### config.mk
export PLATFORM = sky130hd
export DESIGN_NAME = slow_multiplier
export DESIGN_NICKNAME = d
export VERILOG_FILES = /design/src/rtl/slow_arith_pkg.sv /design/src/rtl/slow_mul_datapath.sv /design/src/rtl/slow_multiplier.sv
export SDC_FILE = /design/constraint.sdc
export NUM_CORES = 1
export LEC_CHECK = 0
export BUFFER_PORTS_ARGS = -buffer_cell sky130_fd_sc_hd__buf_4
export CORE_ASPECT_RATIO = 2
export CORE_UTILIZATION = 46
export DETAILED_ROUTE_END_ITERATION = 8
export GPL_ROUTABILITY_DRIVEN = 0
export HOLD_SLACK_MARGIN = 0.15
export MAX_ROUTING_LAYER = met4
export PLACE_DENSITY = 0.75
export RECOVER_POWER = 50
export SLEW_MARGIN = 20
export SYNTH_ARGS = -nofsm -noshare
export SYNTH_HDL_FRONTEND = slang
export SYNTH_HIERARCHICAL = 1
export SYNTH_SLANG_ARGS = --single-unit
### constraint.sdc
create_clock -name clk -period 6 [get_ports clk]
set_input_delay 0.3 -clock clk [delete_from_list [all_inputs] [get_ports clk]]
set_output_delay 0.3 -clock clk [all_outputs]
set_load 0.005 [all_outputs]
### src/rtl/slow_arith_pkg.sv
// slow_arith_pkg: shared state encoding and default widths for the slow multiplier and divider.
package slow_arith_pkg;
  localparam int A_W = 8;
  localparam int B_W = 4;
  typedef enum logic [1:0] {IDLE, RUN, DONE} state_t;
endpackage

### src/rtl/slow_mul_datapath.sv
// slow_mul_datapath: accumulator, shifting multiplicand and multiplier registers for one add-shift step per enable.
module slow_mul_datapath #(
  parameter int A_W = 8,
  parameter int B_W = 4,
  parameter int P_W = A_W + B_W
) (
  input  logic           clk,
  input  logic           reset_n,
  input  logic           i_load,
  input  logic           i_step,
  input  logic [A_W-1:0] i_a,
  input  logic [B_W-1:0] i_b,
  input  logic [B_W-1:0] i_c,
  output logic [P_W-1:0] o_acc
);
  logic [P_W-1:0] r_acc;
  logic [P_W-1:0] r_mreg;
  logic [B_W-1:0] r_breg;
  always_ff @(posedge clk or negedge reset_n) begin
    if (!reset_n) begin
      r_acc  <= '0;
      r_mreg <= '0;
      r_breg <= '0;
    end else if (i_load) begin
      r_acc  <= P_W'(i_c);
      r_mreg <= P_W'(i_a);
      r_breg <= i_b;
    end else if (i_step) begin
      r_acc  <= r_breg[0] ? r_acc + r_mreg : r_acc;
      r_mreg <= r_mreg << 1;
      r_breg <= r_breg >> 1;
    end
  end
  assign o_acc = r_acc;
endmodule

### src/rtl/slow_multiplier.sv
// slow_multiplier: shift-and-add multiplier, one multiplier bit per clock, start/busy/done handshake.
// Define SLOW_MUL_ADDEND_EN to add the addend port (product = multiplicand*multiplier + addend).
module slow_multiplier
  import slow_arith_pkg::*;
#(
  parameter int A_W = slow_arith_pkg::A_W,
  parameter int B_W = slow_arith_pkg::B_W
) (
  input  logic                 clk,
  input  logic                 reset_n,
  input  logic                 start,
  input  logic [A_W-1:0]       multiplicand,
  input  logic [B_W-1:0]       multiplier,
`ifdef SLOW_MUL_ADDEND_EN
  input  logic [B_W-1:0]       addend,
`endif
  output logic                 busy,
  output logic                 done,
  output logic [A_W+B_W-1:0]   product
);
  localparam int P_W = A_W + B_W;
  localparam int C_W = $clog2(B_W + 1);
  localparam logic [C_W-1:0] LAST = C_W'(B_W - 1);
  state_t         r_state;
  logic [C_W-1:0] r_cnt;
  logic           r_busy;
  logic           r_done;
  logic [P_W-1:0] r_product;
  logic [P_W-1:0] w_acc;
  logic [B_W-1:0] w_addend;
  logic           w_load;
  logic           w_step;
`ifdef SLOW_MUL_ADDEND_EN
  assign w_addend = addend;
`else
  assign w_addend = '0;
`endif
  assign w_load = start && (r_state == IDLE || r_state == DONE);
  assign w_step = r_state == RUN;
  slow_mul_datapath #(.A_W(A_W), .B_W(B_W), .P_W(P_W)) u_dp (
    .clk    (clk),
    .reset_n(reset_n),
    .i_load (w_load),
    .i_step (w_step),
    .i_a    (multiplicand),
    .i_b    (multiplier),
    .i_c    (w_addend),
    .o_acc  (w_acc)
  );
  // Outputs lag the state by one cycle, so DONE's final acc lands with the done pulse.
  always_ff @(posedge clk or negedge reset_n) begin
    if (!reset_n) begin
      r_state   <= IDLE;
      r_cnt     <= '0;
      r_busy    <= 1'b0;
      r_done    <= 1'b0;
      r_product <= '0;
    end else begin
      r_busy    <= r_state == RUN;
      r_done    <= r_state == DONE;
      r_product <= r_state == DONE ? w_acc : r_product;
      r_cnt     <= w_load ? '0 : w_step ? r_cnt + 1'b1 : r_cnt;
      r_state   <= w_load                      ? RUN  :
                   (w_step && r_cnt == LAST)   ? DONE :
                   (r_state == RUN)            ? RUN  : IDLE;
    end
  end
  assign busy    = r_busy;
  assign done    = r_done;
  assign product = r_product;
endmodule

# ---- Word level (Yosys, flattened, before mapping)
# Cells that the tools add are included.
dict set report classes {
  mux 12
  eq_ne 3
  n_reduce_logical 7
  addsub 2
}
# operator n
set ops {}
lappend ops {{$mux W12} 5}
lappend ops {{$add A12 B12 Y12} 1}
lappend ops {{$mux W4} 2}
lappend ops {{$mux W3} 2}
lappend ops {{$mux W2} 2}
lappend ops {{$reduce_bool A2 Y1} 2}
lappend ops {{$add A3 B1 Y3 const B} 1}
lappend ops {{$eq A3 B2 Y1 const B} 1}
lappend ops {{$eq A2 B1 Y1 const B} 1}
lappend ops {{$eq A2 B2 Y1 const B} 1}
lappend ops {{$logic_and A1 B1 Y1} 2}
lappend ops {{$logic_not A2 Y1} 1}
lappend ops {{$reduce_and A2 Y1} 1}
lappend ops {{$logic_or A1 B1 Y1} 1}
lappend ops {{$mux W1} 1}
dict set report totals {
  in_bits 15
  output_inout_bits 14
  wordCells 32
  register_bits 47
}

# ---- Logic depth before layout (Yosys ltp)
# Gate-level depths: netlist (run 1).
dict set report logic_depth {
  depth_word 5
  depth_mapped 8
  mapped_depth_nobuf 8
}

# ---- Modules after synthesis
# The synthesis (run 1) kept the hierarchy.
# mod n_inst cells_each seq_area_each_um2 area_per_inst_um2
set modules_own_cells {}
lappend modules_own_cells {slow_mul_datapath 1 189 700.7 1791.7}
lappend modules_own_cells {slow_multiplier 1 50 475.5 808.3}

# ---- Least setup slack after synthesis (run 1)
# No wires, ideal clock.
dict set report synth_path {
  path_type {reg2reg}
  from {register u_dp.r_acc[0], in the netlist u_dp/o_acc[0]}
  to {register u_dp.r_acc[10], in the netlist u_dp/o_acc[10]}
  arrival_time_ns 1.790
  synth_period_minus_slack_ns 1.911
  setup_slack_ns 4.089
  t_required_ns 5.878
  path_buffers 0
  setup_time_ns 0.122
  stages_incl_launch_ff 9
  path_cell_list {dfrtp_1 > ha_1 > inv_1 > fa_1 > nor2b_4 > o31ai_4 > a21oi_2 > or3_1 > a32o_1}
}
dict set report synth_between {
  elab_chain_cells 4
}
# element line
set synth_rtl {}
lappend synth_rtl {{from (decl)} slow_mul_datapath.sv:16} ;# logic [P_W-1:0] r_acc;
lappend synth_rtl {{from (signal assigned)} slow_mul_datapath.sv:25} ;# r_acc <= P_W'(i_c);
lappend synth_rtl {{from (signal assigned)} slow_mul_datapath.sv:29} ;# r_acc <= r_breg[0] ? r_acc + r_mreg : r_acc;
lappend synth_rtl {{$add A12 B12 Y12} slow_mul_datapath.sv:29}
lappend synth_rtl {{$mux W12} slow_mul_datapath.sv:29}
lappend synth_rtl {{$mux W12} slow_mul_datapath.sv:28} ;# end else if (i_step) begin
lappend synth_rtl {{$mux W12} slow_mul_datapath.sv:24} ;# end else if (i_load) begin
# No other way between the ends. The select of a mux whose other input is x is not followed.
# A chain may end at the register's enable or synchronous reset.

==> results of run 1 <==
[logic make-up after synthesis]
family / Yosys count / synth area share (%)
and+or+nand+nor: 64 / 13.0
AOI/OAI and AO/OA: 63 / 16.7
DFF: 47 / 45.2
muxes: 29 / 13.1
buffers and inverters: 17 / 3.42
adders and majority gates: 14 / 7.03
xor gates and xnor gates: 4 / 1.35
other: 1 / 0.144
[routing by layer]
metal | part of all wire [%] | vias up | track usage, %
li1 | - | 922 | -
met1 | 39 | 919 | 23.3
met2 | 53 | 39 | 32.6
met3 | 2.5 | 18 | 4.08
met4 | 5.1 | 0 | 15.9
met5 | 0 | - | -
[sequential cells by signal (all words and copies together) (netlist names)]
| register | flops |
|---|---|
| busy | 1 |
| r_state | 2 |
| u_dp/r_breg | 4 |
| u_dp/r_mreg | 12 |
| done | 1 |
| u_dp/o_acc | 12 |
| r_cnt | 3 |
| product | 12 |
[cells in the final DEF (no fill, tap or decap), types with 2 or more instances in the layout]
cell type and instances:
dfrtp_1 47, nand2_1 27, o21ai_0 23, buf_4 22
mux2i_1 16, a21oi_1 15, ha_1 13, mux2_4 9
nor2_1 9, inv_1 8, clkbuf_8 5, clkbuf_4 5
mux2_2 4, conb_1 4, a21o_1 3, a22o_1 3
xnor2_1 3, nand2b_1 3, a32o_1 3, clkbuf_1 3
a21oi_2 3, or3_1 3, nor3_1 3, nor2b_4 2
and2b_1 2, and2_1 2, nand3_1 2, nand4_1 2
o211ai_1 2, and4b_1 2, and3_1 2, o2111ai_1 2
[report_power, final]
part | switching [mW] | internal (mW) | total (mW) | leakage [nW]
Combinational | 0.374 | 0.358 | 0.731 | 0.760
Clock | 0.106 | 0.0815 | 0.188 | 0.0412
Sequential | 0.109 | 0.447 | 0.555 | 0.605
[metrics by stage]
step                hold slack [ns]  area (µm²)  power, mW  setup WS [ns]  std cells
floorplan                   0.00441        2610       1.10           4.09        242
global placement              0.340        2850       1.26           3.52        322
detailed placement            0.346        2850       1.29           3.48        322
CTS                           0.178        2940       1.49           3.42        331
global route                  0.189        2930       1.59           2.76        331
finish                        0.194        2930       1.47           3.31        331
[repair_timing]
item / in CTS / in global routing
buffers inserted: 0 / 0
hold endpoints to repair: 47 / 0
hold buffers: 1 / 0
[final timing paths]
| check | start | depth (start not counted) | to |
|---|---|---|---|
| min reg2reg | product[10]$_DFFE_PN0P_ | 1 | product[10]$_DFFE_PN0P_ |
| max reg2reg | r_state[1]$_DFF_PN0_ | 5 | u_dp/o_acc[9]$_DFFE_PN0P_ |
| max in group clk | r_state[1]$_DFF_PN0_ | 5 | u_dp/o_acc[9]$_DFFE_PN0P_ |
| min in group asynchronous | reset_n | 2 | product[8]$_DFFE_PN0P_ |
| max | reset_n | 2 | u_dp/r_breg[3]$_DFFE_PN0P_ |
| min | multiplicand[7] | 3 | u_dp/r_mreg[7]$_DFFE_PN0P_ |
[layout make-up]
cell class	count	share of cell area, %
clock buffers	6	2.47
clock inverters	2	0.427
inverters	8	1.02
multi-input cells	178	45.9
flip-flops and latches	47	40.1
well taps	60	2.56
repair buffers	30	7.51
==> metrics.md, run 1 <==
| Metric | Value |
|---|---|
| Most frequent cell after synthesis | dfrtp_1 |
| Final net count | between 200 and 300 |
| Critical Path Source Type | input pin |
| DP HPWL | 3660 µm |
| Max Transition Viols Final | 48 |
| Clk_lat worst skew | 0.31 ns |
| Crit-path slowest cell | clkbuf_1 |
| P&R area growth vs syn | 12.8% |
| Starting DRT DRC Count | 37 |
| Largest net degree at the start of global routing | 50 |
| CP top delay family | buffers and inverters |
| Synth Instances | 239 |
| WL/cell | 15.6 µm |
| Root buffer cell | clkbuf_8 |
| Sequential cell area | between 1000 and 1500 µm² |
| Die width | 55.2 µm |
| Initial antenna violation count | 0 |
| Share of cells above drive strength 1 | roughly a fifth |
| Fmax | 0.372 GHz |
| Period Utilization, post-route | about 45% |
| Max_cap viols | 1 |
| Reg2Reg Setup Slack | 3.40 ns |
| Number of fill cells | 508 |
| Main area contributors after synthesis | dfrtp_1 (45%), ha_1 (6.3%), mux2i_1 (6.2%) |
| CTS tree | done |
| Pwr dens | 503 nW/µm² |
| Crit path time final | 2.69 ns |
| Worst path max stage delay | 1.76 ns |
| Die area | 5970 µm² |
| Clock Tree Buf Depth | 2 |
| Fraction of registers with async set/reset | 100% |
| Register area share after synthesis | 45.2% |
| Leading register cell type out of synthesis | dfrtp_1 |
| First drt pass iteration count | 4 |
| Setup Viol. Count Final | 0 |
| Status | complete, but fails checks |
| Count of final hold-check violations | 0 |
| CP Capture Type | asynchronous set/reset pin |
| Worst endpoint required time | 5.91 ns |
| Antenna Cells | 0 |
| Vias in the first global route | roughly 1.9k |
| Post-synth EDFFs | 0 |
| WL final | 5160 µm |
| Buf+Inv Stages, Crit Path | 2 |
| Synth top area share | 45.2% |
| Remaining routing DRC violations | 0 |
| Gr usage total | a little over a fifth |
| Worst min path class | in -> reg |
| Slew headroom | -64.8% |
| Global route overflow | 0 |
| Failing checks | capacitance limit, slew limit |
| Setup TNS | 0 ns |
| Leak | about 1.4 nW |
| Netlist Area Pre-Place | 2600 µm² |
| Crit-path cells | dlygate4sd3_1, clkbuf_1 |
| Post-route ant nets | 0 |
| Leading cell types by count after synthesis | dfrtp_1 (47), nand2_1 (27), o21ai_0 (23) |
| Max IR drop VDD | 0.276 mV |
| Pin slew with the least headroom to its limit | 2.47 ns |
| Core area | between 5000 and 6000 µm² |
| CTS sink count | 47 |
| Initial cell density of the core | 48.0% |
| Worst path arrival time | between 2 and 3 ns |
| Resized Gates After CTS | 0 |
| Routed vias | roughly 1.9k |
| H-tree levels | 2 |
| Multi-input logic area | ~1300 µm² |
| Io pins | 29 |
| Maximum fanout along the worst path | 47 |
| RSZ-0062 raised after global routing | no |
| Vias per cell | approximately 5.7 |
| I/O Buffers | 28 |
| Post-synthesis register bit count | 47 |
| Syn_area_per_cell | 10.9 µm² |
| Ys Warns | 6 |
| CTS buffer count | 5 |
| Clk slew on worst S/H paths | 0.08 ns |
| Layout Skew | 0.0143 ns |
| Global-route wire length before repair | around 8700 µm |
| CP Class | in -> async |
| Fin util | 54.1% |
| Cell Rows | 38 |
| Die Y | 108 µm |
| Synth area leader | dfrtp_1 |
| Synth unique cells | between 40 and 50 |
Power figures use the tool's default switching activity.
==> inputs of run 2 (changes only) <==
--- a/config.mk
+++ b/config.mk
@@ -5,6 +5,7 @@
 export SDC_FILE = /design/constraint.sdc
 export NUM_CORES = 1
 export LEC_CHECK = 0
+export ABC_AREA = 1
 export BUFFER_PORTS_ARGS = -buffer_cell sky130_fd_sc_hd__buf_4
 export CORE_ASPECT_RATIO = 2
 export CORE_UTILIZATION = 46
==> constraint.sdc (replaced) <==
create_clock -name clk -period 2.6 [get_ports clk]
set_input_delay 0.13 -clock clk [delete_from_list [all_inputs] [get_ports clk]]
set_output_delay 0.13 -clock clk [all_outputs]
set_load 0.005 [all_outputs]
==> metrics.md, run 2 <==
| Metric | Value |
|---|---|
| Status | complete, no violations |
| P&R area growth vs syn | 19.7% |
| Sw power | 1.51 mW |
| Cts hold-fix bufs | 14 |
| Post-route ant nets | 0 |
| Initial cell density of the core | 47.7% |
| Layout Skew | ~0.0075 ns |
| Final net count | 407 |
| Most frequent cells in the layout | nand2_1 (140), dfrtp_1 (47), inv_1 (39), nand3_1 (22), buf_4 (21) |
| Register area share after synthesis | 45.9% |
| CP Capture Type | register |
| Leading cell types by count after synthesis | nand2_1 (140), dfrtp_1 (47), inv_1 (39) |
| Area after DPL | 2830 µm² |
| Setup Viol. Count Final | 0 |
| Core area | 5370 µm² |
| Design Area, Final | around 3100 µm² |
| Ys Warns | 6 |
| Fmax | between 0.5 and 0.6 GHz |
| Fin cells | between 400 and 500 |
| Cell Rows | 38 |
| Count of final hold-check violations | 0 |
| Resized Gates After CTS | 0 |
| P_int | 1.91 mW |
| Root buffer cell | clkbuf_8 |
| Max IR drop VDD | 0.803 mV |
| Tot Pwr | around 3.4 mW |
| Synth unique cells | 31 |
| Routed vias | between 2k and 2.5k |
| Syn_area_per_cell | about 7.8 µm² |
| Fin util | 57.1% |
| Synth area leader | dfrtp_1 |
| Worst path arrival time | 1.96 ns |
| Most frequent cell after synthesis | nand2_1 |
| Seq pwr share | a little over a third |
| Clk slew on worst S/H paths | 0.09 ns |
| Largest net degree at the start of global routing | 48 |
| Global route overflow | 0 |
| Post-synth EDFFs | 0 |
| Die Y | 108 µm |
| Gr usage total | between 20% and 30% |
| Clk pwr share | 13.9% |
| Antenna Cells | 0 |
| First drt pass iteration count | 6 |
| Setup TNS | 0 ns |
| # placed instances | 417 |
| Period Utilization, post-route | between 60 and 70% |
| Die width | between 50 and 60 µm |
| Critical Path Source Type | register |
| H-tree levels | 2 |
| Clock Tree Buf Depth | 2 |
| Comb pwr share | about 50% |
| WL final | 5710 µm |
| Number of fill cells | between 500 and 600 |
| DP HPWL | 4350 µm |
| Synth Instances | 329 |
| Clk_lat worst skew | 0.31 ns |
| Leading register cell type out of synthesis | dfrtp_1 |
| Pwr dens | 1110 nW/µm² |
| Slew headroom | 23.5% |
| Maximum fanout along the worst path | 4 |
| Die area | 5890 µm² |
| Leak | about 1.7 nW |
| RSZ-0062 raised after global routing | no |
| Vias per cell | roughly 5 |
| Worst min path class | reg -> reg |
| Main area contributors after synthesis | dfrtp_1 (46%), nand2_1 (21%), ha_1 (6.4%) |
| CP Class | reg -> reg |
| Worst endpoint required time | 2.80 ns |
| Global-route wire length before repair | 9600 µm |
| Netlist Area Pre-Place | 2560 µm² |
| Fraction of registers with async set/reset | 100% |
| CTS sink count | 47 |
| Initial antenna violation count | 0 |
| Pin slew with the least headroom to its limit | 1.15 ns |
| Remaining routing DRC violations | 0 |
| Starting DRT DRC Count | 63 |
| Crit path time final | 1.76 ns |
| Max Transition Viols Final | 0 |
| Share of cells above drive strength 1 | 13.7% |
| Post-synthesis register bit count | 47 |
| WL/cell | around 13 µm |
| Commonest non-fill, non-tap cell in the layout | nand2_1 |
| Switching Fraction | 44.1% |
| CTS tree | done |
| Vias in the first global route | 2142 |
| Io pins | 29 |
| Setup bufs post-CTS | 0 |
| Max_cap viols | 0 |
| I/O Buffers | 28 |
| CTS buffer count | 5 |
| Synth top area share | between 40% and 50% |
-- run 2: worst max-delay path, cell delays in order (launching register included) --
cell	delay, ns
dfrtp_1	0.38
ha_1	0.20
inv_1	0.06
fa_1	0.40
inv_1	0.09
nand3_1	0.07
nand3_1	0.14
nand2_1	0.07
nand2_1	0.08
nand2_1	0.05
nand2_1	0.07
o21ai_2	0.05
-- run 2: kinds of logic after synthesis --
kind of cell	share of synthesized area (%)
buffers and inverters	8.01
adder cells (fa/ha/maj)	7.13
other	0.146
AND/OR/NAND/NOR	30.8
XOR/XNOR	0.684
AO/OA/AOI/OAI	7.28
flip-flops	45.9
-- run 2: metrics by stage --
step | hold WS [ns] | worst slack [ns]
6_report | 0.481 | 0.841
3_5_place_dp | 0.178 | 0.876
3_3_place_gp | 0.172 | 0.904
4_1_cts | 0.377 | 0.855
2_1_floorplan | -0.166 | 1.00
5_1_grt | 0.508 | 0.655
-- run 2: path summary, 6_finish.rpt --
kind	cells after the start	slack, ns	startpoint	endpoint
max in group asynchronous	2	1.33	reset_n	product[3]$_DFFE_PN0P_
hold / removal	2	0.48	product[5]$_DFFE_PN0P_	product[5]$_DFFE_PN0P_
setup reg to reg	11	0.84	u_dp/o_acc[0]$_DFFE_PN0P_	u_dp/o_acc[8]$_DFFE_PN0P_
setup / recovery	11	0.84	u_dp/o_acc[0]$_DFFE_PN0P_	u_dp/o_acc[8]$_DFFE_PN0P_
min in group asynchronous	2	0.56	reset_n	u_dp/r_mreg[9]$_DFFE_PN0P_
hold reg to reg	2	0.48	product[5]$_DFFE_PN0P_	product[5]$_DFFE_PN0P_
-- run 2: layout make-up --
cell class              instances  area [µm²]  area share (%)
multi-input cells             237        1190            38.8
repair buffers                 43         355            11.6
flip-flops and latches         47        1180            38.4
clock buffers                   6        82.6            2.69
clock inverters                 2        16.3           0.530
well taps                      60        75.1            2.45
inverters                      44         170            5.55
-- run 2: power by group through the flow --
stage | Sequential [mW] | Clock [mW] | Combinational [mW]
2_1_floorplan | 1.20 | 0 | 1.23
3_3_place_gp | 1.24 | 0 | 1.65
3_5_place_dp | 1.25 | 0 | 1.69
4_1_cts | 1.24 | 0.488 | 1.71
5_1_grt | 1.27 | 0.520 | 1.95
6_report | 1.24 | 0.476 | 1.70
-- run 2: per-layer routing --
| metal | track usage (%) | routed length, µm |
|---|---|---|
| met5 | - | 0 |
| met4 | 14.3 | 284 |
| met3 | 4.94 | 143 |
| met2 | 39.7 | 3200 |
| met1 | 23.1 | 2080 |
==> inputs of run 3 (changes only) <==
--- a/config.mk
+++ b/config.mk
@@ -13,7 +13,7 @@
 export GPL_ROUTABILITY_DRIVEN = 0
 export HOLD_SLACK_MARGIN = 0.15
 export MAX_ROUTING_LAYER = met4
-export PLACE_DENSITY = 0.75
+export PLACE_DENSITY = 0.78
 export RECOVER_POWER = 50
 export SLEW_MARGIN = 20
 export SYNTH_ARGS = -nofsm -noshare
==> constraint.sdc (replaced) <==
create_clock -name clk -period 1.5 [get_ports clk]
set_input_delay 0.075 -clock clk [delete_from_list [all_inputs] [get_ports clk]]
set_output_delay 0.075 -clock clk [all_outputs]
set_load 0.005 [all_outputs]
==> metrics.md, run 3 (synthesis gave the netlist of run 2 again) <==
| Metric | Value |
|---|---|
| Pin slew with the least headroom to its limit | 1.14 ns |
| Share of cells above drive strength 1 | 29.5% |
| WL/cell | 13.4 µm |
| Failing checks | setup timing |
| Die area | a little under 6000 µm² |
| Vias per cell | 5.04 |
| CTS tree | done |
| Starting DRT DRC Count | 59 |
| Final net count | around 440 |
| Vias in the first global route | 2281 |
| Remaining routing DRC violations | 0 |
| Worst endpoint required time | 1.70 ns |
| Post-route ant nets | 0 |
| Critical Path Source Type | register |
| Most frequent cells in the layout | nand2_1 (132), buf_4 (57), dfrtp_1 (47), inv_1 (34), nand3_1 (15) |
| Fmax | 0.633 GHz |
| Count of final hold-check violations | 0 |
| HP Start | product[1]$_DFFE_PN0P_ |
| Initial antenna violation count | 0 |
| Highest routed layer | met4 |
| Clock Tree Buf Depth | 2 |
| First drt pass iteration count | 7 |
| Leak | 1.86 nW |
| Setup TNS | -0.341 ns |
| WL met2 | around 3600 µm |
| Status | complete, but fails checks |
| CTS buffer count | 5 |
| Die Y | between 100 and 150 µm |
| CP Capture Type | register |
| Clk_lat worst skew | 0.31 ns |
| Largest net degree at the start of global routing | 48 |
| DP HPWL | 4350 µm |
| WL met1 | around 2400 µm |
| Root buffer cell | clkbuf_8 |
| Initial cell density of the core | 47.7% |
| Final worst setup slack | -0.0795 ns |
| Crit path time final | ~1.6 ns |
| Clk pwr share | 13.4% |
| Max IR drop VDD | 1.49 mV |
| Clk slew on worst S/H paths | 0.08 ns |
| Setup Viol. Count Final | 5 |
| Max_cap viols | 0 |
| Reg-to-Reg Start | u_dp/o_acc[0]$_DFFE_PN0P_ |
| H-tree levels | 2 |
| Crit Reg-Reg Endpoint | u_dp/o_acc[4]$_DFFE_PN0P_ |
| Die width | 54.8 µm |
| Comb pwr share | 56.5% |
| Post-Place Worst Slack | -0.0753 ns |
| Io pins | 29 |
| Global route overflow | 0 |
| CTS sink count | 47 |
| Multi-input logic area | 1420 µm² |
| Slew headroom | 24.0% |
| Worst min path class | reg -> reg |
| Reg2Reg Setup Slack | -0.08 ns |
| Routed met3 length | 152 µm |
| Switching Fraction | between 40% and 50% |
| Maximum fanout along the worst path | 4 |
| Design Area, Final | 3540 µm² |
| RSZ-0062 raised after global routing | yes |
| Cell Rows | 38 |
| P_int | 4.24 mW |
| Worst path arrival time | 1.78 ns |
| Sequential cell area | 1180 µm² |
| Seq pwr share | 30.1% |
| Global-route wire length before repair | 9690 µm |
| Worst Hold Path EP | product[1]$_DFFE_PN0P_ |
| Sw power | between 3 and 4 mW |
| I/O Buffers | 28 |
| Gr usage total | between 20% and 30% |
| Period Utilization, post-route | 105% |
| Commonest non-fill, non-tap cell in the layout | nand2_1 |
| CP Class | reg -> reg |
| Layout Skew | ~0.0039 ns |
| P&R area growth vs syn | 38.3% |
| Pwr dens | 2050 nW/µm² |
| Number of fill cells | 411 |
| Hold Path Cell Cnt | 2 |
| Antenna Cells | 0 |
| WL final | 6310 µm |
| Core area | 5370 µm² |
| Worst r2r path cells | 9 |
| Max Transition Viols Final | 0 |
| Routed vias | 2369 |
| Area after DPL | 3040 µm² |
## run 3: cell type report
| class | count | area share [%] |
|---|---|---|
| clock buffers | 6 | 2.33 |
| well taps | 60 | 2.12 |
| flip-flops and latches | 47 | 33.2 |
| inverters | 44 | 4.80 |
| repair buffers | 74 | 16.6 |
| multi-input cells | 237 | 40.0 |
| clock inverters | 2 | 0.989 |
## run 3: power groups by stage
| stage | logic, mW | registers, mW | clock network, mW |
|---|---|---|---|
| after floorplan | 2.15 | 2.08 | 0 |
| after global placement | 3.39 | 2.10 | 0 |
| after detailed placement | 3.50 | 2.12 | 0 |
| after CTS | 3.62 | 2.12 | 0.996 |
| after global routing | 4.57 | 2.24 | 1.03 |
| final | 4.11 | 2.18 | 0.976 |
## run 3: layer usage
metal / global-route usage [%] / up-vias
met2: 42.9 / 44
li1: - / 1192
met5: - / -
met1: 22.9 / 1120
met3: 4.24 / 13
met4: 10.4 / 0
## run 3: per-stage QoR
stage                     std cells  utilization, %  power [mW]  hold WS (ns)
final                           470            65.9        7.27         0.486
after detailed placement        444            56.6        5.62         0.122
after global routing            470            65.9        7.84         0.514
after floorplan                 332               -        4.23        -0.221
after global placement          444            56.6        5.49         0.113
after CTS                       466            62.2        6.74         0.324
## run 3: critical path: stages, from the launching register on
cell	delay [ns]
dfrtp_1	0.40
ha_2	0.20
inv_2	0.05
fa_2	0.22
inv_2	0.05
nand3_2	0.05
nand3_2	0.09
or2_2	0.28
nand3_1	0.07
nand2_1	0.07
## run 3: worst max path at each step
stage                                           from                        end  slack, ns
after CTS                  u_dp/o_acc[7]$_DFFE_PN0P_  u_dp/o_acc[9]$_DFFE_PN0P_      -0.07
after global placement     u_dp/o_acc[7]$_DFFE_PN0P_  u_dp/o_acc[9]$_DFFE_PN0P_      -0.08
after global routing      u_dp/r_mreg[0]$_DFFE_PN0P_  u_dp/o_acc[6]$_DFFE_PN0P_      -0.17
final                      u_dp/o_acc[0]$_DFFE_PN0P_  u_dp/o_acc[4]$_DFFE_PN0P_      -0.08
after detailed placement   u_dp/o_acc[7]$_DFFE_PN0P_  u_dp/o_acc[9]$_DFFE_PN0P_      -0.08
after floorplan            u_dp/o_acc[0]$_DFFE_PN0P_  u_dp/o_acc[8]$_DFFE_PN0P_      -0.01
## run 3: what timing repair did
action                     4_1_cts  5_1_grt
setup endpoints to repair        9       11
hold endpoints to repair        60        0
setup buffers                    0        4
hold buffers                    14        0
gates resized for setup          8       33
pin swaps                        0        8
gates cloned                     0        0
